===== src/rtl/imm_extend_unit.sv =====
// Immediate extender (sign / zero / upper / branch-offset) feeding a small
// result FIFO with ready/valid handshakes on both sides.
module imm_extend_unit #(
    parameter int IN_W  = 16,
    parameter int OUT_W = 32,
    parameter int DEPTH = 2,
    localparam int LVL_W = $clog2(DEPTH + 1),
    localparam int PTR_W = (DEPTH > 1) ? $clog2(DEPTH) : 1
) (
    input  logic             clk,
    input  logic             rst_n,
    input  logic             in_valid,
    output logic             in_ready,
    input  logic [IN_W-1:0]  word_in,
    input  logic [1:0]       mode,
    input  logic             flush,
    output logic             out_valid,
    input  logic             out_ready,
    output logic [OUT_W-1:0] extend_word,
    output logic [LVL_W-1:0] level
);
    localparam int PAD = OUT_W - IN_W;

    logic [OUT_W-1:0] mem [DEPTH];
    logic [PTR_W-1:0] wr_ptr_reg, rd_ptr_reg;
    logic [LVL_W-1:0] level_reg;
    logic [OUT_W-1:0] sext_word, ext_word;
    logic             push, pop;

    always_comb begin
        sext_word = {{PAD{word_in[IN_W-1]}}, word_in};
        ext_word  = '0;
        unique case (mode)
            2'b00:   ext_word = sext_word;
            2'b01:   ext_word = {{PAD{1'b0}}, word_in};
            2'b10:   ext_word = {word_in, {PAD{1'b0}}};
            default: ext_word = {sext_word[OUT_W-3:0], 2'b00};
        endcase
    end

    // in_ready looks only at registered occupancy, never at out_ready.
    assign in_ready    = (level_reg < LVL_W'(DEPTH));
    assign out_valid   = (level_reg != '0);
    assign push        = in_valid && in_ready;
    assign pop         = out_valid && out_ready;
    assign level       = level_reg;
    assign extend_word = out_valid ? mem[rd_ptr_reg] : '0;

    function automatic logic [PTR_W-1:0] next_ptr(input logic [PTR_W-1:0] p);
        return (p == PTR_W'(DEPTH - 1)) ? '0 : p + PTR_W'(1);
    endfunction

    // Payload storage needs no reset: it is only visible while level is nonzero.
    always_ff @(posedge clk) begin
        if (push)
            mem[wr_ptr_reg] <= ext_word;
    end

    always_ff @(posedge clk or negedge rst_n) begin
        if (!rst_n) begin
            wr_ptr_reg <= '0;
            rd_ptr_reg <= '0;
            level_reg  <= '0;
        end else if (flush) begin
            wr_ptr_reg <= '0;
            rd_ptr_reg <= '0;
            level_reg  <= '0;
        end else begin
            if (push)
                wr_ptr_reg <= next_ptr(wr_ptr_reg);
            if (pop)
                rd_ptr_reg <= next_ptr(rd_ptr_reg);
            if (push && !pop)
                level_reg <= level_reg + LVL_W'(1);
            else if (pop && !push)
                level_reg <= level_reg - LVL_W'(1);
        end
    end
endmodule


===== config.mk =====
export PLATFORM = sky130hd
export DESIGN_NAME = imm_extend_unit
export DESIGN_NICKNAME = d
export VERILOG_FILES = /design/src/rtl/imm_extend_unit.sv
export SDC_FILE = /design/constraint.sdc
export NUM_CORES = 1
export LEC_CHECK = 0
export ABC_CLOCK_PERIOD_IN_PS = 3650
export BUFFER_PORTS_ARGS = -buffer_cell sky130_fd_sc_hd__buf_4
export CORE_ASPECT_RATIO = 1.75
export CORE_MARGIN = 5
export CORE_UTILIZATION = 40
export CTS_BUF_LIST = sky130_fd_sc_hd__clkbuf_8
export DETAILED_ROUTE_END_ITERATION = 7
export SLEW_MARGIN = 10
export SYNTH_ARGS = -nofsm -noshare
export SYNTH_HDL_FRONTEND = slang
export SYNTH_SLANG_ARGS = --single-unit
export TNS_END_PERCENT = 1

===== constraint.sdc =====
create_clock -name clk -period 3.65 [get_ports clk]
set_input_delay 0.5475 -clock clk [delete_from_list [all_inputs] [get_ports clk]]
set_output_delay 0.5475 -clock clk [all_outputs]
set_load 0.05 [all_outputs]

==> results of run 1 <==
==> path summary, 6_finish.rpt <==
kind / startpoint / cells after the start / to / slack (ns)
setup / recovery: rd_ptr_reg / 3 / extend_word[30] / 1.18
hold / removal: flush / 2 / level[1] / 0.40
setup reg to reg: level[1] / 3 / mem[0][7] / 1.99
max in group asynchronous: rst_n / 2 / rd_ptr_reg / 2.99
hold reg to reg: wr_ptr_reg / 2 / wr_ptr_reg / 0.59
min in group asynchronous: rst_n / 2 / level[1] / 0.55
==> routing by layer <==
metal  wire [um]  GRT usage
met1        2190      0.156
met2        3440      0.239
met3         402     0.0380
met4          36     0.0525
met5           0          0
==> where the power goes <==
part           total, uW  switching, uW  internal (uW)
registers            954           29.8            924
clock network        538            238            300
logic                328            216            112
==> synthesized netlist by cell type (2+ instances only) <==
| library cell | number | area (um^2) |
|---|---|---|
| nor2_1 | 36 | 135 |
| a21oi_1 | 16 | 80.1 |
| nor2b_1 | 5 | 31.3 |
| o21ai_1 | 2 | 10.0 |
| xor2_1 | 2 | 17.5 |
| o21ai_0 | 15 | 75.1 |
| buf_6 | 4 | 45.0 |
| mux2i_1 | 32 | 320 |
| inv_1 | 4 | 15.0 |
| edfxtp_1 | 64 | 1920 |
| a22o_1 | 13 | 114 |
| dfrtp_1 | 4 | 100 |
| buf_2 | 6 | 30.0 |
| buf_4 | 5 | 37.5 |
==> final cells by class <==
class,count,area share
multi-input cells,132,0.236
inverters,4,0.00410
clock buffers,9,0.0338
repair buffers,63,0.130
flip-flops and latches,68,0.553
well taps,88,0.0301
clock inverters,6,0.0133
==> cells in the final DEF, fill, tap and decap left out, drive strengths merged <==
cell         count
dlygate4sd3      1
and2             2
clkinv           3
nor3b            1
nand2            2
mux2i           32
nand3            1
clkbuf           9
bufinv           1
o21ai           17
a22o            13
nor2b            5
dfrtp            4
a21oi           16
xor2             2
a21boi           1
nand2b           1
inv              6
buf             62
a221oi           1
a21o             1
xnor2            1
edfxtp          64
nor2            36
==> metrics by stage <==
stage | instance area [um^2] | total power, uW | hold slack, ns
floorplan | 3010 | 1200 | 0.252
global placement | 3480 | 1300 | 0.347
detailed placement | 3480 | 1300 | 0.348
CTS | 3660 | 1850 | 0.379
global route | 3660 | 1900 | 0.387
finish | 3660 | 1820 | 0.399
==> cells by family after synthesis <==
logic type | synth area share
compound gates | 0.101
xor+xnor | 0.00872
buf+inv | 0.0436
flops | 0.671
mux | 0.106
simple gates | 0.0698
==> critical path, stage by stage (launching register included) <==
cell	delay (ns)
dfrtp_2	1.02
mux2i_1	0.30
nor2_1	0.06
buf_4	0.21
==> results.yml, run 1 <==
logic_synthesis:
  synth_area_um2: 3010
  synth.yosys.warnings: 0
  yosysUniqueCellTypes: 26
  synth_edf_count: 64
  synthArstFlopShare: 0.0588
  syn_area_per_cell_um2: 13.7
  synthCells: 220
  ys.flop_type: "edfxtp_1"
  ys_seq_elements: 68
  seq_area_frac_synth: 0.671
  syn-num-nets: 243
pwr:
  p_per_area_nw_per_um2: 497
  vdd_drop_max_uv: 363
  power.leakage_uw: 0.00138
place:
  gp_routability_congestion: 0.779
  place_ws_ns: 1.50
  dp_cells: 354
  portBuffers: 58
  hpwl_mm: 4.29
sta:
  hold_viol_final: 0
  skew_ns: 0.00463
  tightest_slew_ns: 0.992
  relSlewSlack: 0.338
  finalSetupTns_ns: 0
  period_needed_ns: 2.47
  fin_crit_sh: 0.677
  final-setup-viol-count: 0
  max_freq_ghz: 0.405
  rsz0062_at_grt: "false"
  fin_ws_ns: 1.18
  slew_viol_final: 0
run:
  drv_cap: 0
final_layout:
  instances_no_fill: 370
  drive_gt1_frac: 0.273
  syn_to_final_growth_pct: 21.5
  finalNetCount: 301
  nFillCells: 697
  n_antenna_cell: 0
  seqCellArea_um2: 2020
  multi_input_area_um2: 865
  largest_reg_flops: 64
  post-route-util: 0.491
critical_path:
  cp.required_ns: 3.10
  criticalPathCategory: "flop to primary output"
  crit_path_end_kind: "primary output"
  start_kind: "flop"
  path_max_fanout: 33
  arrival_ns: 1.92
die:
  fp.dieW_um: 75.6
  ios: 59
  rows: 42
  start_util: 0.404
  core-area_um2: 7460
  die_y_um: 125
  die_area_um2: 9440
detailed_routing:
  via_count: 1899
  wl_per_cell_um: 16.4
  viasPerCell: 5.13
  drc: 0
  totalWireLength_mm: 6.07
  drt_iter0_markers: 65
  first_pass_iters: 4
  ant_nets: 0
grt:
  grt_max_degree: 34
  grt_overflow: 0
  grt_pass1_wl_mm: 9.64
  grt_usage: 0.138
  grt_pass1_vias: 1910
  antenna_found_initial: 0
clock_tree:
  ctsRootBufferMaster: "clkbuf_8"
  cts_tree: "yes"
  htreeDepth: 3
  clockBufferDepth: 2
  ctsHoldBuffers: 1
  post_cts_buffers: 0
  cts_buffers: 9
  clkSlewWorstSetupHoldPaths_ns: 0.06
  clkLatencyLatePin_ns: 0.32
  clock_sinks: 68
  post_cts_resized: 0
hold_path:
  hold_path.class: "input port to flop"
run_status:
  run_status: "finished clean"
Power figures use the tool's default switching activity.
==> run 2: changes to the inputs <==
- ABC_AREA: unset -> 1
- ABC_CLOCK_PERIOD_IN_PS: 3650 -> 2100
- clock period: 3.65 -> 2.1 ns (I/O delays scaled with it)
==> results.yml, run 2 <==
die:
  rows: 41
  die_area_um2: 9290
  core-area_um2: 7230
  fp.dieW_um: 75.0
  ios: 59
  start_util: 0.409
  die_y_um: 124
logic_synthesis:
  synth.yosys.warnings: 0
  synth_area_um2: 2960
  synthTopCellsByCount: "78 x nand2_1, 64 x edfxtp_1, 33 x a21oi_1"
  seq_area_frac_synth: 0.683
  synth_top_area_frac: 0.649
  syn-num-nets: 291
  synthArstFlopShare: 0.0588
  synthCells: 268
  yosysTopAreaCell: "edfxtp_1"
  ys.flop_type: "edfxtp_1"
  synth_edf_count: 64
  synth.area.top_cells: "edfxtp_1 65%, nand2_1 9.9%, a21oi_1 5.6%"
  syn_area_per_cell_um2: 11.0
  ys_seq_elements: 68
  yosysUniqueCellTypes: 20
  synth_most_common_cell: "nand2_1"
detailed_routing:
  ant_nets: 0
  wl_per_cell_um: 16.0
  drt_iter0_markers: 107
  first_pass_iters: 4
  via_count: 2138
  viasPerCell: 5.09
  totalWireLength_mm: 6.70
  drc: 0
final_layout:
  n_antenna_cell: 0
  nFillCells: 643
  finish.instance_area_um2: 3710
  drive_gt1_frac: 0.269
  finalNetCount: 352
  final_common_cell: "nand2_1"
  post-route-util: 0.514
  syn_to_final_growth_pct: 25.5
  final_cell_mix: "78 x nand2_1, 64 x edfxtp_1, 62 x buf_4"
  largest_reg_flops: 64
critical_path:
  criticalPathCategory: "flop to primary output"
  path_max_fanout: 17
  crit_path_end_kind: "primary output"
  arrival_ns: 1.54
  cp.required_ns: 1.78
  start_kind: "flop"
clock_tree:
  post_cts_resized: 0
  clkLatencyLatePin_ns: 0.34
  clockBufferDepth: 2
  htreeDepth: 3
  cts_tree: "yes"
  ctsHoldBuffers: 1
  clock_sinks: 68
  clkSlewWorstSetupHoldPaths_ns: 0.06
  post_cts_buffers: 0
  ctsRootBufferMaster: "clkbuf_8"
  cts_buffers: 9
grt:
  grt_pass1_vias: 2101
  grt_usage: 0.156
  antenna_found_initial: 0
  grt_pass1_wl_mm: 10.5
  grt_max_degree: 36
  grt_overflow: 0
hold_path:
  hold_path.class: "input port to flop"
sta:
  skew_ns: 0.00758
  final-setup-viol-count: 0
  tightest_slew_ns: 0.602
  period_needed_ns: 1.85
  hold_viol_final: 0
  fin_crit_sh: 0.881
  slew_viol_final: 0
  rsz0062_at_grt: "false"
  relSlewSlack: 0.598
  max_freq_ghz: 0.540
pwr:
  vdd_drop_max_uv: 620
  power.leakage_uw: 0.00153
  p_per_area_nw_per_um2: 1160
place:
  portBuffers: 58
  hpwl_mm: 4.43
  place_area_um2: 3520
  gp_routability_congestion: 0.735
run:
  drv_cap: 0
run_status:
  run_status: "finished clean"
-- run 2: cell types whose count changed after synthesis, moves of 5 or more --
cell      delta
o211ai_1    +14
nor2b_1      -5
a21oi_1     +17
o21ai_0     -15
buf_2        +8
mux2i_1     -32
a22o_1      -13
nand2_1     +77
o22ai_1     +14
nor2_1      -28
inv_1       +18
-- run 2: final cells by class --
type	instances	area (um^2)	share of cell area
Clock inverter	7	60.1	0.0162
Tap cell	86	108	0.0290
Inverter	26	97.6	0.0263
Timing Repair Buffer	66	536	0.144
Clock buffer	9	124	0.0333
Multi-Input combinational cell	158	768	0.207
Sequential cell	68	2020	0.544
-- run 2: report_power, final --
group | switching (uW) | internal (uW)
sequential | 51.7 | 1660
clock | 457 | 533
combinational | 1150 | 445
total | 1660 | 2640
-- run 2: through the flow --
| step | TNS (ns) | std cells | total power (uW) | hold slack (ns) | setup WS [ns] |
|---|---|---|---|---|---|
| global route | 0 | 420 | 4510 | 0.161 | 0.109 |
| finish | 0 | 420 | 4300 | 0.178 | 0.250 |
| detailed placement | 0 | 403 | 3360 | 0.119 | 0.431 |
| CTS | 0 | 420 | 4350 | 0.163 | 0.177 |
| floorplan | -4.12 | 268 | 2830 | 0.0194 | -0.117 |
| global placement | 0 | 403 | 3350 | 0.116 | 0.490 |
-- run 2: kinds of logic (layout without fill, tap and decap cells) --
logic type	Yosys count	after routing	synth area share
AO/OA/AOI/OAI	64	64	0.129
flip-flops	68	68	0.683
AND/OR/NAND/NOR	94	94	0.128
buffers and inverters	42	108	0.0605
-- run 2: worst max-delay path: stages (launching register included) --
cell and delay, ns:
dfrtp_1 0.41, inv_2 0.07, buf_4 0.22, nand2_1 0.07
a21oi_1 0.19, buf_4 0.24
-- run 2: worst paths after layout --
kind / depth (start not counted) / slack (ns) / startpoint / endpoint
worst max-delay path: 5 / 0.25 / rd_ptr_reg / extend_word[16]
worst min-delay path: 2 / 0.18 / flush / rd_ptr_reg
worst max register to register: 4 / 0.62 / level[1] / mem[0][31]
worst min register to register: 2 / 0.61 / wr_ptr_reg / wr_ptr_reg
max in group asynchronous: 2 / 1.69 / rst_n / rd_ptr_reg
min in group asynchronous: 2 / 0.31 / rst_n / level[1]
-- run 2: metal layers --
metal	GRT usage	wire length [um]
met5	0	0
met4	0.0668	75
met3	0.0404	396
met1	0.175	2490
met2	0.273	3740
==> run 3: changes to the inputs <==
- CORE_ASPECT_RATIO: 1.75 -> 0.75
==> results.yml, run 3 (synthesis results as in run 2) <==
die:
  ios: 59
  core-area_um2: 7260
  start_util: 0.407
  die_y_um: 84.5
  die_area_um2: 9240
  fp.dieW_um: 109
  rows: 27
clock_tree:
  clockBufferDepth: 2
  clock_sinks: 68
  cts_tree: "yes"
  post_cts_resized: 0
  htreeDepth: 3
  ctsRootBufferMaster: "clkbuf_8"
  ctsHoldBuffers: 1
  clkSlewWorstSetupHoldPaths_ns: 0.07
  clkLatencyLatePin_ns: 0.34
  cts_buffers: 9
  post_cts_buffers: 0
detailed_routing:
  drc: 0
  viasPerCell: 4.90
  via_count: 2140
  wl_per_cell_um: 15.7
  first_pass_iters: 4
  ant_nets: 0
  totalWireLength_mm: 6.87
  drt_iter0_markers: 166
critical_path:
  arrival_ns: 1.65
  crit_path_end_kind: "primary output"
  reg2reg_depth: 4
  criticalPathCategory: "flop to primary output"
  path_max_fanout: 27
  regToRegStartpoint: "level[1]"
  worstSetupStartpoint: "rd_ptr_reg"
  cp.required_ns: 1.78
  ff2ff_setup_slack_ns: 0.55
  start_kind: "flop"
  crit_path_end: "extend_word[22]"
  rr_endpoint: "mem[0][21]"
sta:
  skew_ns: 0.00715
  final-setup-viol-count: 0
  rsz0062_at_grt: "false"
  relSlewSlack: 0.656
  fin_hold_ws_ns: 0.176
  period_needed_ns: 1.96
  hold_viol_final: 0
  tightest_slew_ns: 0.515
  max_freq_ghz: 0.509
  slew_viol_final: 0
  fin_crit_sh: 0.935
place:
  gp_routability_congestion: 0.781
  portBuffers: 58
  dp_cells: 420
  hpwl_mm: 4.80
grt:
  grt_pass1_wl_mm: 11.5
  grt_usage: 0.166
  antenna_found_initial: 0
  grt_pass1_vias: 2198
  grt_overflow: 0
  grt_max_degree: 36
final_layout:
  final_cell_mix: "78 x nand2_1, 64 x buf_4, 64 x edfxtp_1"
  syn_to_final_growth_pct: 26.6
  instances_no_fill: 437
  n_antenna_cell: 0
  drive_gt1_frac: 0.271
  largest_reg_flops: 64
  final_common_cell: "nand2_1"
  finalNetCount: 354
pwr:
  p_per_area_nw_per_um2: 1150
  power.leakage_uw: 0.00153
  vdd_drop_max_uv: 476
  p_seq_frac: 0.399
  p_clk_frac: 0.228
  p_switching_uw: 1660
  pwr-share-comb: 0.373
  switching_share: 0.386
  p_int_uw: 2640
run_status:
  run_status: "finished clean"
run:
  drv_cap: 0
hold_path:
  hold_path.class: "input port to flop"
[run 3: routing by layer]
metal | part of all wire | up-vias | GRT usage
met4 | 0.0089 | 0 | 0.0442
met5 | 0 | - | 0
li1 | - | 1062 | -
met1 | 0.45 | 1000 | 0.236
met2 | 0.46 | 70 | 0.242
met3 | 0.084 | 8 | 0.0607
[run 3: metrics by stage]
step / setup slack, ns / setup TNS (ns) / power, uW / area [um^2] / utilization
global route: 0.0155 / 0 / 4530 / 3750 / 0.516
CTS: 0.117 / 0 / 4360 / 3750 / 0.516
finish: 0.137 / 0 / 4300 / 3750 / 0.516
global placement: 0.554 / 0 / 3360 / 3550 / 0.489
floorplan: -0.117 / -4.12 / 2830 / 2970 / -
detailed placement: 0.510 / 0 / 3370 / 3550 / 0.489
[run 3: critical path, cell delays in order, from the launching register on]
cell and delay (ns):
dfrtp_1 0.44, inv_2 0.17, buf_12 0.20, nand2_1 0.06, a21oi_1 0.20, buf_4 0.24
[run 3: cell type report]
| class | instances | area [um^2] |
|---|---|---|
| fill | 685 | 3520 |
| tap | 101 | 126 |
| inverter | 26 | 97.6 |
| multi-input combinational | 158 | 768 |
| timing repair buffer | 68 | 551 |
| clock buffer | 9 | 124 |
| clock inverter | 7 | 58.8 |
| sequential | 68 | 2020 |
[run 3: worst min-delay path by stage]
| stage | start | endpoint | slack, ns | cells past startpoint |
|---|---|---|---|---|
| CTS | flush | wr_ptr_reg | 0.16 | 2 |
| finish | flush | wr_ptr_reg | 0.18 | 2 |
| detailed placement | rst_n | level[1] | 0.12 | 1 |
| global route | flush | wr_ptr_reg | 0.16 | 2 |
| floorplan | rst_n | level[0] | 0.02 | 0 |
| global placement | rst_n | level[1] | 0.12 | 1 |
[run 3: power groups by stage]
stage	combinational [uW]	clock, uW	sequential [uW]
CTS	1630	1010	1720
global route	1730	1080	1730
finish	1600	982	1720
detailed placement	1620	0	1750
global placement	1610	0	1740
floorplan	1070	0	1760
